File: config.mk
export PLATFORM = sky130hd
export DESIGN_NAME = load_store_unit_flat
export DESIGN_NICKNAME = d
export VERILOG_FILES = /design/src/rtl/load_store_unit_if.sv /design/src/rtl/load_store_unit.sv /design/src/flat_wrapper.sv
export SDC_FILE = /design/constraint.sdc
export NUM_CORES = 1
export LEC_CHECK = 0
export BUFFER_PORTS_ARGS = -buffer_cell sky130_fd_sc_hd__buf_2
export CAP_MARGIN = 20
export CORE_MARGIN = 3
export CORE_UTILIZATION = 49
export CTS_CLUSTER_DIAMETER = 60
export DETAILED_ROUTE_END_ITERATION = 6
export GPL_TIMING_DRIVEN = 0
export PLACE_DENSITY = 0.89
export SLEW_MARGIN = 20
export SYNTH_ARGS = -nofsm -noshare
export SYNTH_HDL_FRONTEND = slang
export SYNTH_SLANG_ARGS = --single-unit
File: constraint.sdc
create_clock -name clk -period 2.2 [get_ports clk]
set_input_delay 0.44 -clock clk [delete_from_list [all_inputs] [get_ports clk]]
set_output_delay 0.44 -clock clk [all_outputs]
set_load 0.01 [all_outputs]
File: src/rtl/load_store_unit_if.sv
// Execute-stage / data-memory bundle of the load/store unit.
// master = the unit itself, slave = the core and memory side.
interface load_store_unit_if #(
   parameter int ADDR_W = 8
);
   logic              start;
   logic              is_store;
   logic [2:0]        funct3;
   logic [31:0]       eff_addr;
   logic [31:0]       store_data;
   logic              mem_request;
   logic              mem_we_re;
   logic [3:0]        mem_masking;
   logic [ADDR_W-1:0] mem_address;
   logic [31:0]       mem_w_data;
   logic              mem_valid;
   logic [31:0]       mem_r_data;
   logic              stall;
   logic              done;
   logic [31:0]       load_data;
   logic              addr_err;
   logic              timeout;

   modport master (
      input  start, is_store, funct3, eff_addr, store_data, mem_valid, mem_r_data,
      output mem_request, mem_we_re, mem_masking, mem_address, mem_w_data,
             stall, done, load_data, addr_err, timeout
   );

   modport slave (
      output start, is_store, funct3, eff_addr, store_data, mem_valid, mem_r_data,
      input  mem_request, mem_we_re, mem_masking, mem_address, mem_w_data,
             stall, done, load_data, addr_err, timeout
   );
endinterface

File: src/rtl/load_store_unit.sv
// Multi-cycle RV32I load/store unit: aligns stores, issues a single memory
// request, extends load data, and flags illegal accesses and memory timeouts.
module load_store_unit #(
   parameter int ADDR_W  = 8,
   parameter int TIMEOUT = 16
) (
   input  logic              clk,
   input  logic              rst,
   load_store_unit_if.master bus
);
   typedef enum logic [1:0] {S_IDLE, S_REQ, S_WAIT, S_DONE} state_t;

   localparam logic [7:0] TMO_LAST = 8'(TIMEOUT - 1);

   state_t            state_q, state_d;
   logic [7:0]        wait_cnt_q, wait_cnt_d;
   logic              mem_request_q, mem_request_d;
   logic              mem_we_re_q, mem_we_re_d;
   logic [3:0]        mem_masking_q, mem_masking_d;
   logic [ADDR_W-1:0] mem_address_q, mem_address_d;
   logic [31:0]       mem_w_data_q, mem_w_data_d;
   logic [2:0]        funct3_q, funct3_d;
   logic [1:0]        addr_lo_q, addr_lo_d;
   logic              done_q, done_d;
   logic [31:0]       load_data_q, load_data_d;
   logic              addr_err_q, addr_err_d;
   logic              timeout_q, timeout_d;

   logic [31:0] byte_rep;
   logic [31:0] half_rep;
   logic [7:0]  r_bytes [4];
   logic        acc_legal;
   logic [3:0]  acc_mask;
   logic [31:0] acc_wdata;
   logic [7:0]  r_byte;
   logic [15:0] r_half;
   logic [31:0] r_ext;

   // Store lanes are replicated so memory only needs the byte enables.
   generate
      for (genvar gi = 0; gi < 4; gi++) begin : g_byte_lanes
         assign byte_rep[8*gi +: 8] = bus.store_data[7:0];
         assign r_bytes[gi]         = bus.mem_r_data[8*gi +: 8];
      end
      for (genvar gi = 0; gi < 2; gi++) begin : g_half_lanes
         assign half_rep[16*gi +: 16] = bus.store_data[15:0];
      end
      if (ADDR_W < 30) begin : g_hi_addr
         logic unused_hi_addr;
         assign unused_hi_addr = ^bus.eff_addr[31:ADDR_W+2];
      end
   endgenerate

   always_comb begin
      acc_legal = 1'b0;
      case (bus.funct3)
         3'b000:  acc_legal = 1'b1;
         3'b001:  acc_legal = ~bus.eff_addr[0];
         3'b010:  acc_legal = (bus.eff_addr[1:0] == 2'b00);
         3'b100:  acc_legal = ~bus.is_store;
         3'b101:  acc_legal = ~bus.is_store & ~bus.eff_addr[0];
         default: acc_legal = 1'b0;
      endcase
   end

   always_comb begin
      acc_mask  = 4'b1111;
      acc_wdata = 32'h0;
      case (bus.funct3[1:0])
         2'b00: begin
            acc_mask  = 4'b0001 << bus.eff_addr[1:0];
            acc_wdata = byte_rep;
         end
         2'b01: begin
            acc_mask  = bus.eff_addr[1] ? 4'b1100 : 4'b0011;
            acc_wdata = half_rep;
         end
         default: begin
            acc_mask  = 4'b1111;
            acc_wdata = bus.store_data;
         end
      endcase
      if (!bus.is_store) begin
         acc_wdata = 32'h0;
      end
   end

   // Lane selection uses the offset captured at accept, not the live address.
   always_comb begin
      r_byte = r_bytes[addr_lo_q];
      r_half = addr_lo_q[1] ? bus.mem_r_data[31:16] : bus.mem_r_data[15:0];
      case (funct3_q)
         3'b000:  r_ext = {{24{r_byte[7]}}, r_byte};
         3'b001:  r_ext = {{16{r_half[15]}}, r_half};
         3'b100:  r_ext = {24'h0, r_byte};
         3'b101:  r_ext = {16'h0, r_half};
         default: r_ext = bus.mem_r_data;
      endcase
      if (mem_we_re_q) begin
         r_ext = 32'h0;
      end
   end

   always_comb begin
      state_d       = state_q;
      wait_cnt_d    = wait_cnt_q;
      mem_request_d = 1'b0;
      mem_we_re_d   = mem_we_re_q;
      mem_masking_d = mem_masking_q;
      mem_address_d = mem_address_q;
      mem_w_data_d  = mem_w_data_q;
      funct3_d      = funct3_q;
      addr_lo_d     = addr_lo_q;
      done_d        = 1'b0;
      load_data_d   = load_data_q;
      addr_err_d    = addr_err_q;
      timeout_d     = timeout_q;

      case (state_q)
         S_IDLE: begin
            if (bus.start) begin
               load_data_d = 32'h0;
               addr_err_d  = 1'b0;
               timeout_d   = 1'b0;
               if (acc_legal) begin
                  mem_we_re_d   = bus.is_store;
                  mem_masking_d = acc_mask;
                  mem_address_d = bus.eff_addr[ADDR_W+1:2];
                  mem_w_data_d  = acc_wdata;
                  funct3_d      = bus.funct3;
                  addr_lo_d     = bus.eff_addr[1:0];
                  mem_request_d = 1'b1;
                  state_d       = S_REQ;
               end else begin
                  addr_err_d = 1'b1;
                  done_d     = 1'b1;
                  state_d    = S_DONE;
               end
            end
         end
         S_REQ: begin
            wait_cnt_d = 8'h0;
            state_d    = S_WAIT;
         end
         S_WAIT: begin
            // A response arriving on the expiry cycle still completes normally.
            if (bus.mem_valid) begin
               load_data_d = r_ext;
               done_d      = 1'b1;
               state_d     = S_DONE;
            end else if (wait_cnt_q == TMO_LAST) begin
               timeout_d   = 1'b1;
               load_data_d = 32'h0;
               done_d      = 1'b1;
               state_d     = S_DONE;
            end else begin
               wait_cnt_d = wait_cnt_q + 8'd1;
            end
         end
         default: begin
            state_d = S_IDLE;
         end
      endcase
   end

   always_ff @(posedge clk or negedge rst) begin
      if (!rst) begin
         state_q       <= S_IDLE;
         wait_cnt_q    <= 8'h0;
         mem_request_q <= 1'b0;
         mem_we_re_q   <= 1'b0;
         mem_masking_q <= 4'h0;
         mem_address_q <= '0;
         mem_w_data_q  <= 32'h0;
         funct3_q      <= 3'h0;
         addr_lo_q     <= 2'h0;
         done_q        <= 1'b0;
         load_data_q   <= 32'h0;
         addr_err_q    <= 1'b0;
         timeout_q     <= 1'b0;
      end else begin
         state_q       <= state_d;
         wait_cnt_q    <= wait_cnt_d;
         mem_request_q <= mem_request_d;
         mem_we_re_q   <= mem_we_re_d;
         mem_masking_q <= mem_masking_d;
         mem_address_q <= mem_address_d;
         mem_w_data_q  <= mem_w_data_d;
         funct3_q      <= funct3_d;
         addr_lo_q     <= addr_lo_d;
         done_q        <= done_d;
         load_data_q   <= load_data_d;
         addr_err_q    <= addr_err_d;
         timeout_q     <= timeout_d;
      end
   end

   assign bus.stall       = ((state_q == S_IDLE) & bus.start) |
                            (state_q == S_REQ) | (state_q == S_WAIT);
   assign bus.mem_request = mem_request_q;
   assign bus.mem_we_re   = mem_we_re_q;
   assign bus.mem_masking = mem_masking_q;
   assign bus.mem_address = mem_address_q;
   assign bus.mem_w_data  = mem_w_data_q;
   assign bus.done        = done_q;
   assign bus.load_data   = load_data_q;
   assign bus.addr_err    = addr_err_q;
   assign bus.timeout     = timeout_q;
endmodule

File: src/flat_wrapper.sv
// flat-port wrapper written by rule: the top's interface ports become plain ports
module load_store_unit_flat 
#(
   parameter int ADDR_W  = 8,
   parameter int TIMEOUT = 16
)
  (clk, rst, bus_start, bus_is_store, bus_funct3, bus_eff_addr, bus_store_data, bus_mem_valid, bus_mem_r_data, bus_mem_request, bus_mem_we_re, bus_mem_masking, bus_mem_address, bus_mem_w_data, bus_stall, bus_done, bus_load_data, bus_addr_err, bus_timeout);
  load_store_unit_if #(.ADDR_W(ADDR_W)) bus_i ();
  input  logic clk;
  input  logic rst;
  input wire logic [$bits(bus_i.start)-1:0] bus_start;
  input wire logic [$bits(bus_i.is_store)-1:0] bus_is_store;
  input wire logic [$bits(bus_i.funct3)-1:0] bus_funct3;
  input wire logic [$bits(bus_i.eff_addr)-1:0] bus_eff_addr;
  input wire logic [$bits(bus_i.store_data)-1:0] bus_store_data;
  input wire logic [$bits(bus_i.mem_valid)-1:0] bus_mem_valid;
  input wire logic [$bits(bus_i.mem_r_data)-1:0] bus_mem_r_data;
  output wire logic [$bits(bus_i.mem_request)-1:0] bus_mem_request;
  output wire logic [$bits(bus_i.mem_we_re)-1:0] bus_mem_we_re;
  output wire logic [$bits(bus_i.mem_masking)-1:0] bus_mem_masking;
  output wire logic [$bits(bus_i.mem_address)-1:0] bus_mem_address;
  output wire logic [$bits(bus_i.mem_w_data)-1:0] bus_mem_w_data;
  output wire logic [$bits(bus_i.stall)-1:0] bus_stall;
  output wire logic [$bits(bus_i.done)-1:0] bus_done;
  output wire logic [$bits(bus_i.load_data)-1:0] bus_load_data;
  output wire logic [$bits(bus_i.addr_err)-1:0] bus_addr_err;
  output wire logic [$bits(bus_i.timeout)-1:0] bus_timeout;
  assign bus_i.start = bus_start;
  assign bus_i.is_store = bus_is_store;
  assign bus_i.funct3 = bus_funct3;
  assign bus_i.eff_addr = bus_eff_addr;
  assign bus_i.store_data = bus_store_data;
  assign bus_i.mem_valid = bus_mem_valid;
  assign bus_i.mem_r_data = bus_mem_r_data;
  assign bus_mem_request = bus_i.mem_request;
  assign bus_mem_we_re = bus_i.mem_we_re;
  assign bus_mem_masking = bus_i.mem_masking;
  assign bus_mem_address = bus_i.mem_address;
  assign bus_mem_w_data = bus_i.mem_w_data;
  assign bus_stall = bus_i.stall;
  assign bus_done = bus_i.done;
  assign bus_load_data = bus_i.load_data;
  assign bus_addr_err = bus_i.addr_err;
  assign bus_timeout = bus_i.timeout;
  load_store_unit #(.ADDR_W(ADDR_W), .TIMEOUT(TIMEOUT)) u_core (.clk(clk), .rst(rst), .bus(bus_i));
endmodule
==> impl_metrics.ini, run 1 <==
[routing]
dr_total_vias = 4605
drt_iter0_drc = 236
ant_nets = 0
via_per_inst = 5.77
finalWirelength_um = 14600
wire_per_inst_um = 18.3
dr.pass1.iters = 5
drc = 0

[synth]
synth_cell_type_count = 43
synth_top_area_share_pct = 49.1
yosys-top-cells-area = dfrtp_1, mux2_2, nand2_1
synth_top_cell_by_area = dfrtp_1
ys_ff_latch = 96
synth_area_um2 = 4900
synthesis.nets = 595
synthTopCellsByCount = dfrtp_1, nand2_1, o21ai_0
seq_area_frac_synth_pct = 49.1
async_flop_share_pct = 100
yosys_warnings = 0
synth_edf_count = 0
avgSynthCellArea_um2 = 10.1
synthFlopType = dfrtp_1
synth_cells = 486

[pwr]
swShare_pct = 40.9
power_mw = 8.05
power_frac_comb_pct = 47.8
power_switching_mw = 3.29
peakVddDrop_v = 0.000656
leakage_nw = 3.21
clockPowerShare_pct = 14.8
internal-power_mw = 4.75
p_seq_share_pct = 37.5
powerDensity_nw_per_um2 = 1310

[clock_network]
clock_path_buffers = 2
htreeDepth = 3
cts_root_buf = clkbuf_8
path_clk_slew_ns = 0.10
cts_tree = yes
clk_latency_ns = 0.36
cts.sinks = 96
cts_made_buffers = 9

[sta]
setup_violations = 0
hold_violations = 0
max_freq_mhz = 494
fin_crit_ns = 2.02
fin_ws_ns = 0.175
relSlewSlack_pct = 54.2
fin_hold_ws_ns = 0.306
drv_slew = 0
period_share_pct = 92.0
rsz0062_at_grt = no
clock_skew_ns = 0.00732
worstMarginPinSlew_ns = 0.684

[global_routing]
grt_pass1_vias = 4744
grt_max_degree = 56
grt_overflow = 0
grt_usage_pct = 26.3
antenna_found_initial = 0
grt_pass1_wl_um = 23700

[critical_path]
worstPathArrival_ns = 2.27
startpoint_type = flop
endpoint_kind = flop
crit_chain = ha_1, and3_1, buf_2, a21oi_4, a21o_4, buf_6, mux2_2
critPathMaxStageDelay_ns = 0.42
path_class = flop to flop
crit_fanout = 10
cp.required_ns = 2.44
cp_slowest_cell = dfrtp_1

[final_layout]
antennaDiodeCount = 0
drive_gt1_share_pct = 36.2
n_fill_cell = 810
fin_util_pct = 65.1
finalNetCount = 773
syn_to_final_growth_pct = 25.7

[floorplanning]
initial_core_util_pct = 51.8
core_area_um2 = 9460
num_io_pins = 186
die_h_um = 106
dieArea_um2 = 11200
num_rows = 35
die_x_um = 106

[placed_design]
io_buffers = 162
hpwl_um = 11200
place_congestion = 0.910
place_ws_ns = -0.163

[job]
max_cap_violations = 0

[hold_path]
min_path_type = input port to flop

[run_status]
status = completed
-- critical path, delay by kind of cell, from the launching register on --
| family | cells | cell delay [ns] |
|---|---|---|
| buffers and inverters | 2 | 0.31 |
| AOI/OAI and AO/OA | 2 | 0.38 |
| muxes | 1 | 0.34 |
| adders and majority gates | 1 | 0.26 |
| and+or+nand+nor | 1 | 0.19 |
| DFF | 1 | 0.42 |
-- metal layers --
metal	vias to the layer above	GRT usage, %	part of all wire [%]
li1	2098	-	-
met1	2204	32.6	39
met2	266	43.0	48
met3	37	7.59	9.8
met4	0	11.0	2.8
met5	-	0	0
-- metrics by stage --
stage | setup TNS, ns | area [um2] | std cells
global placement | -23.88 | 5870 | 777
finish | 0 | 6150 | 798
floorplan | 0 | 4900 | 486
global route | 0 | 6150 | 798
CTS | 0 | 6110 | 794
detailed placement | -1.56 | 5900 | 778
-- cells by family (layout without fill, tap and decap cells) --
family                     count (synthesis)  count (layout)  synth area share, %
adders and majority gates                  5               5                 1.28
DFF                                       96              96                 49.1
and+or+nand+nor                          126             126                 10.8
buffers and inverters                     43             226                 3.81
AOI/OAI and AO/OA                        155             155                 21.4
muxes                                     61              61                 13.7
-- timing repair --
action	CTS	global route
endpoints found under the setup margin	17	43
hold buffers	1	0
hold endpoints to repair	8	0
gates cloned	0	0
setup buffers	0	4
pin swaps	0	1
resized for setup	2	4
-- final timing paths --
check / from / end / depth (start not counted) / slack [ns]
worst min-delay path: bus_eff_addr[5] / u_core.bus.mem_address[3]$_DFFE_PN0P_ / 2 / 0.31
worst min register to register: u_core.bus.mem_masking[1]$_DFFE_PN0P_ / u_core.bus.mem_masking[1]$_DFFE_PN0P_ / 2 / 0.48
min in group asynchronous: rst / u_core.bus.addr_err$_DFFE_PN0P_ / 2 / 0.57
max in group asynchronous: rst / u_core.bus.load_data[6]$_DFFE_PN0P_ / 3 / 1.03
worst max-delay path: u_core.wait_cnt_q[0]$_DFFE_PN0P_ / u_core.bus.load_data[15]$_DFFE_PN0P_ / 7 / 0.18
worst max register to register: u_core.wait_cnt_q[0]$_DFFE_PN0P_ / u_core.bus.load_data[15]$_DFFE_PN0P_ / 7 / 0.18
-- layout make-up --
class / count / area (um2) / area share [%]
Buffer: 33 / 154 / 2.50
Tap cell: 129 / 161 / 2.62
Multi-Input combinational cell: 347 / 2320 / 37.8
Timing Repair Buffer: 168 / 885 / 14.4
Sequential cell: 96 / 2400 / 39.0
Clock inverter: 6 / 67.6 / 1.10
Inverter: 9 / 33.8 / 0.549
Clock buffer: 10 / 128 / 2.07
-- registers in the layout, indices dropped and copies added, names as in the netlist --
register and count:
u_core.funct3_q 3, u_core.bus.load_data 32, u_core.bus.done 1, u_core.bus.mem_masking 4, u_core.bus.mem_w_data 32, u_core.addr_lo_q 2
u_core.bus.mem_address 8, u_core.bus.mem_request 1, u_core.wait_cnt_q 8, u_core.bus.mem_we_re 1, u_core.state_q 2, u_core.bus.addr_err 1
u_core.bus.timeout 1
-- cells in the final DEF (no fill, tap or decap), types with 2 or more instances in the layout --
cell          n
a221oi_1      8
clkbuf_4      2
mux2i_1      22
o211ai_1      2
a21oi_1       8
inv_6         2
nor2_1       12
a21o_1       15
a22o_1       22
o22ai_1      17
a211o_1       2
clkbuf_8      9
dfrtp_1      96
o31ai_1       2
a2bb2oi_1     8
a21oi_4       2
a211oi_1      2
clkbuf_1     19
buf_1         2
inv_1         9
buf_6         2
mux2_2       38
nand3_1       2
buf_4         5
buf_2       170
ha_1          5
o21ai_0      60
and3_1        2
nand2b_1      6
nand2_1      96
clkinvlp_4    2
-- power by group through the flow --
stage	Clock [mW]	Sequential [mW]	Combinational [mW]
2_1_floorplan	0	3.33	1.98
3_3_place_gp	0	3.00	3.65
3_5_place_dp	0	3.05	3.79
4_1_cts	1.20	3.01	3.81
5_1_grt	1.29	3.12	4.20
6_report	1.19	3.02	3.84
No activity file was read; power rests on OpenSTA's default activity.
==> inputs of run 2 (changes only) <==
CAP_MARGIN = 10   (was 20)
CORE_UTILIZATION = 40   (was 49)
CTS_CLUSTER_DIAMETER = 200   (was 60)
PLACE_DENSITY = 0.76   (was 0.89)
==> impl_metrics.ini, run 2 (synthesis gave the netlist of run 1 again) <==
[pwr]
powerDensity_nw_per_um2 = 1330
leakage_nw = 3.23
peakVddDrop_v = 0.000678
power_mw = 8.31

[routing]
wire_per_inst_um = 18.1
ant_nets = 0
finalWirelength_um = 14600
drc = 0
dr_total_vias = 4556
dr.pass1.iters = 5
drt_iter0_drc = 224
via_per_inst = 5.64

[floorplanning]
dieArea_um2 = 13600
die_h_um = 117
die_x_um = 117
initial_core_util_pct = 41.8
num_io_pins = 186
core_area_um2 = 11700
num_rows = 39

[critical_path]
crit_chain = ha_1, and3_1, buf_2, a21oi_4, a21o_4, buf_6, mux2_2
cpLargestDelayFamily = compound AO/OA/AOI/OAI gates
crit_fanout = 10
endpoint_kind = flop
path_buf_inv = 2
cp.required_ns = 2.43
path_class = flop to flop
cp_slowest_cell = dfrtp_1
critPathMaxStageDelay_ns = 0.42
startpoint_type = flop
worstPathArrival_ns = 2.34

[placed_design]
place_congestion = 0.915
io_buffers = 162
post-place-cells = 792
hpwl_um = 11300
place_ws_ns = -0.177

[clock_network]
cts_made_buffers = 9
path_clk_slew_ns = 0.07
cts.sinks = 96
htreeDepth = 3
cts_tree = yes
clk_latency_ns = 0.35
cts_root_buf = clkbuf_16
clock_path_buffers = 2
ctsHoldBuffers = 0

[sta]
drv_slew = 0
period_share_pct = 95.9
max_freq_mhz = 474
tns_ns = 0
fin_hold_ws_ns = 0.000862
relSlewSlack_pct = 55.0
fin_crit_ns = 2.11
setup_violations = 0
rsz0062_at_grt = no
clock_skew_ns = 0.00623
hold_violations = 0
worstMarginPinSlew_ns = 0.675
fin_ws_ns = 0.0907

[global_routing]
grtUsageMet1_pct = 26.0
grt_pass1_vias = 4490
grt_usage_pct = 21.8
grt_max_degree = 57
grt_overflow = 0
grt_pass1_wl_um = 23000
grt_use_met3_pct = 7.77
antenna_found_initial = 1
grt.busiest_layer = met2
grt_use_met2_pct = 36.5

[run_status]
status = completed

[job]
max_cap_violations = 0

[final_layout]
drive_gt1_share_pct = 36.1
antennaDiodeCount = 0
fin_cells = 808
layout_common_cells = buf_2, dfrtp_1, nand2_1, o21ai_0, mux2_2
finalNetCount = 769
syn_to_final_growth_pct = 27.1
layout_commonest_cell = buf_2

[hold_path]
min_path_type = input port to asynchronous set/reset pin
## run 2: changes by cell type in the layout (fill, tap and decap cells not counted), sizes merged
cell and change:
bufinv -1, buf -3, clkinv +1, dlygate4sd3 -1
## run 2: final timing paths
path                                                       start                                    end  slack (ns)  depth (start not counted)
setup reg to reg                u_core.wait_cnt_q[0]$_DFFE_PN0P_    u_core.bus.load_data[2]$_DFFE_PN0P_        0.09                          7
max in group asynchronous                                    rst         u_core.funct3_q[1]$_DFFE_PN0P_        1.59                          2
hold / removal                                               rst    u_core.bus.load_data[0]$_DFFE_PN0P_      0.0009                          1
hold reg to reg            u_core.bus.mem_masking[0]$_DFFE_PN0P_  u_core.bus.mem_masking[0]$_DFFE_PN0P_        0.48                          2
setup / recovery                u_core.wait_cnt_q[0]$_DFFE_PN0P_    u_core.bus.load_data[2]$_DFFE_PN0P_        0.09                          7
min in group clk                                 bus_eff_addr[4]  u_core.bus.mem_address[2]$_DFFE_PN0P_        0.32                          2
## run 2: worst register-to-register path: stages (launching register included)
cell and delay, ns:
dfrtp_1 0.42, ha_1 0.25, and3_1 0.18, buf_2 0.15, a21oi_4 0.31, a21o_4 0.18
buf_6 0.16, mux2_2 0.34
## run 2: area by class of cell
class	count	area, um2
clock buffer	10	239
fill	1087	5490
timing repair buffer	164	852
buffer	33	154
multi-input combinational	347	2320
tap	143	179
clock inverter	6	42.5
inverter	9	33.8
sequential	96	2400
## run 2: where the power goes
part | switching (mW) | internal, mW | total (mW)
clock network | 0.689 | 0.801 | 1.49
registers | 0.479 | 2.55 | 3.03
logic | 2.13 | 1.66 | 3.79
total | 3.30 | 5.01 | 8.31
## run 2: routing by layer
| layer | share of wire, % | routed length, um |
|---|---|---|
| met3 | 9.6 | 1400 |
| met2 | 48 | 7050 |
| met4 | 2.0 | 291 |
| met5 | 0.089 | 13 |
| met1 | 40 | 5870 |
## run 2: per-stage QoR
| step | utilization (%) | instance area, um2 |
|---|---|---|
| 6_report | 53.2 | 6230 |
| 5_1_grt | 53.2 | 6230 |
| 4_1_cts | 52.9 | 6200 |
| 3_5_place_dp | 50.6 | 5920 |
| 3_3_place_gp | 50.3 | 5890 |
| 2_1_floorplan | - | 4900 |
## run 2: timing repair
action,in CTS,in global routing
gates resized for setup,1,5
endpoints found under the setup margin,17,40
pin swaps,0,1
buffers inserted,0,1
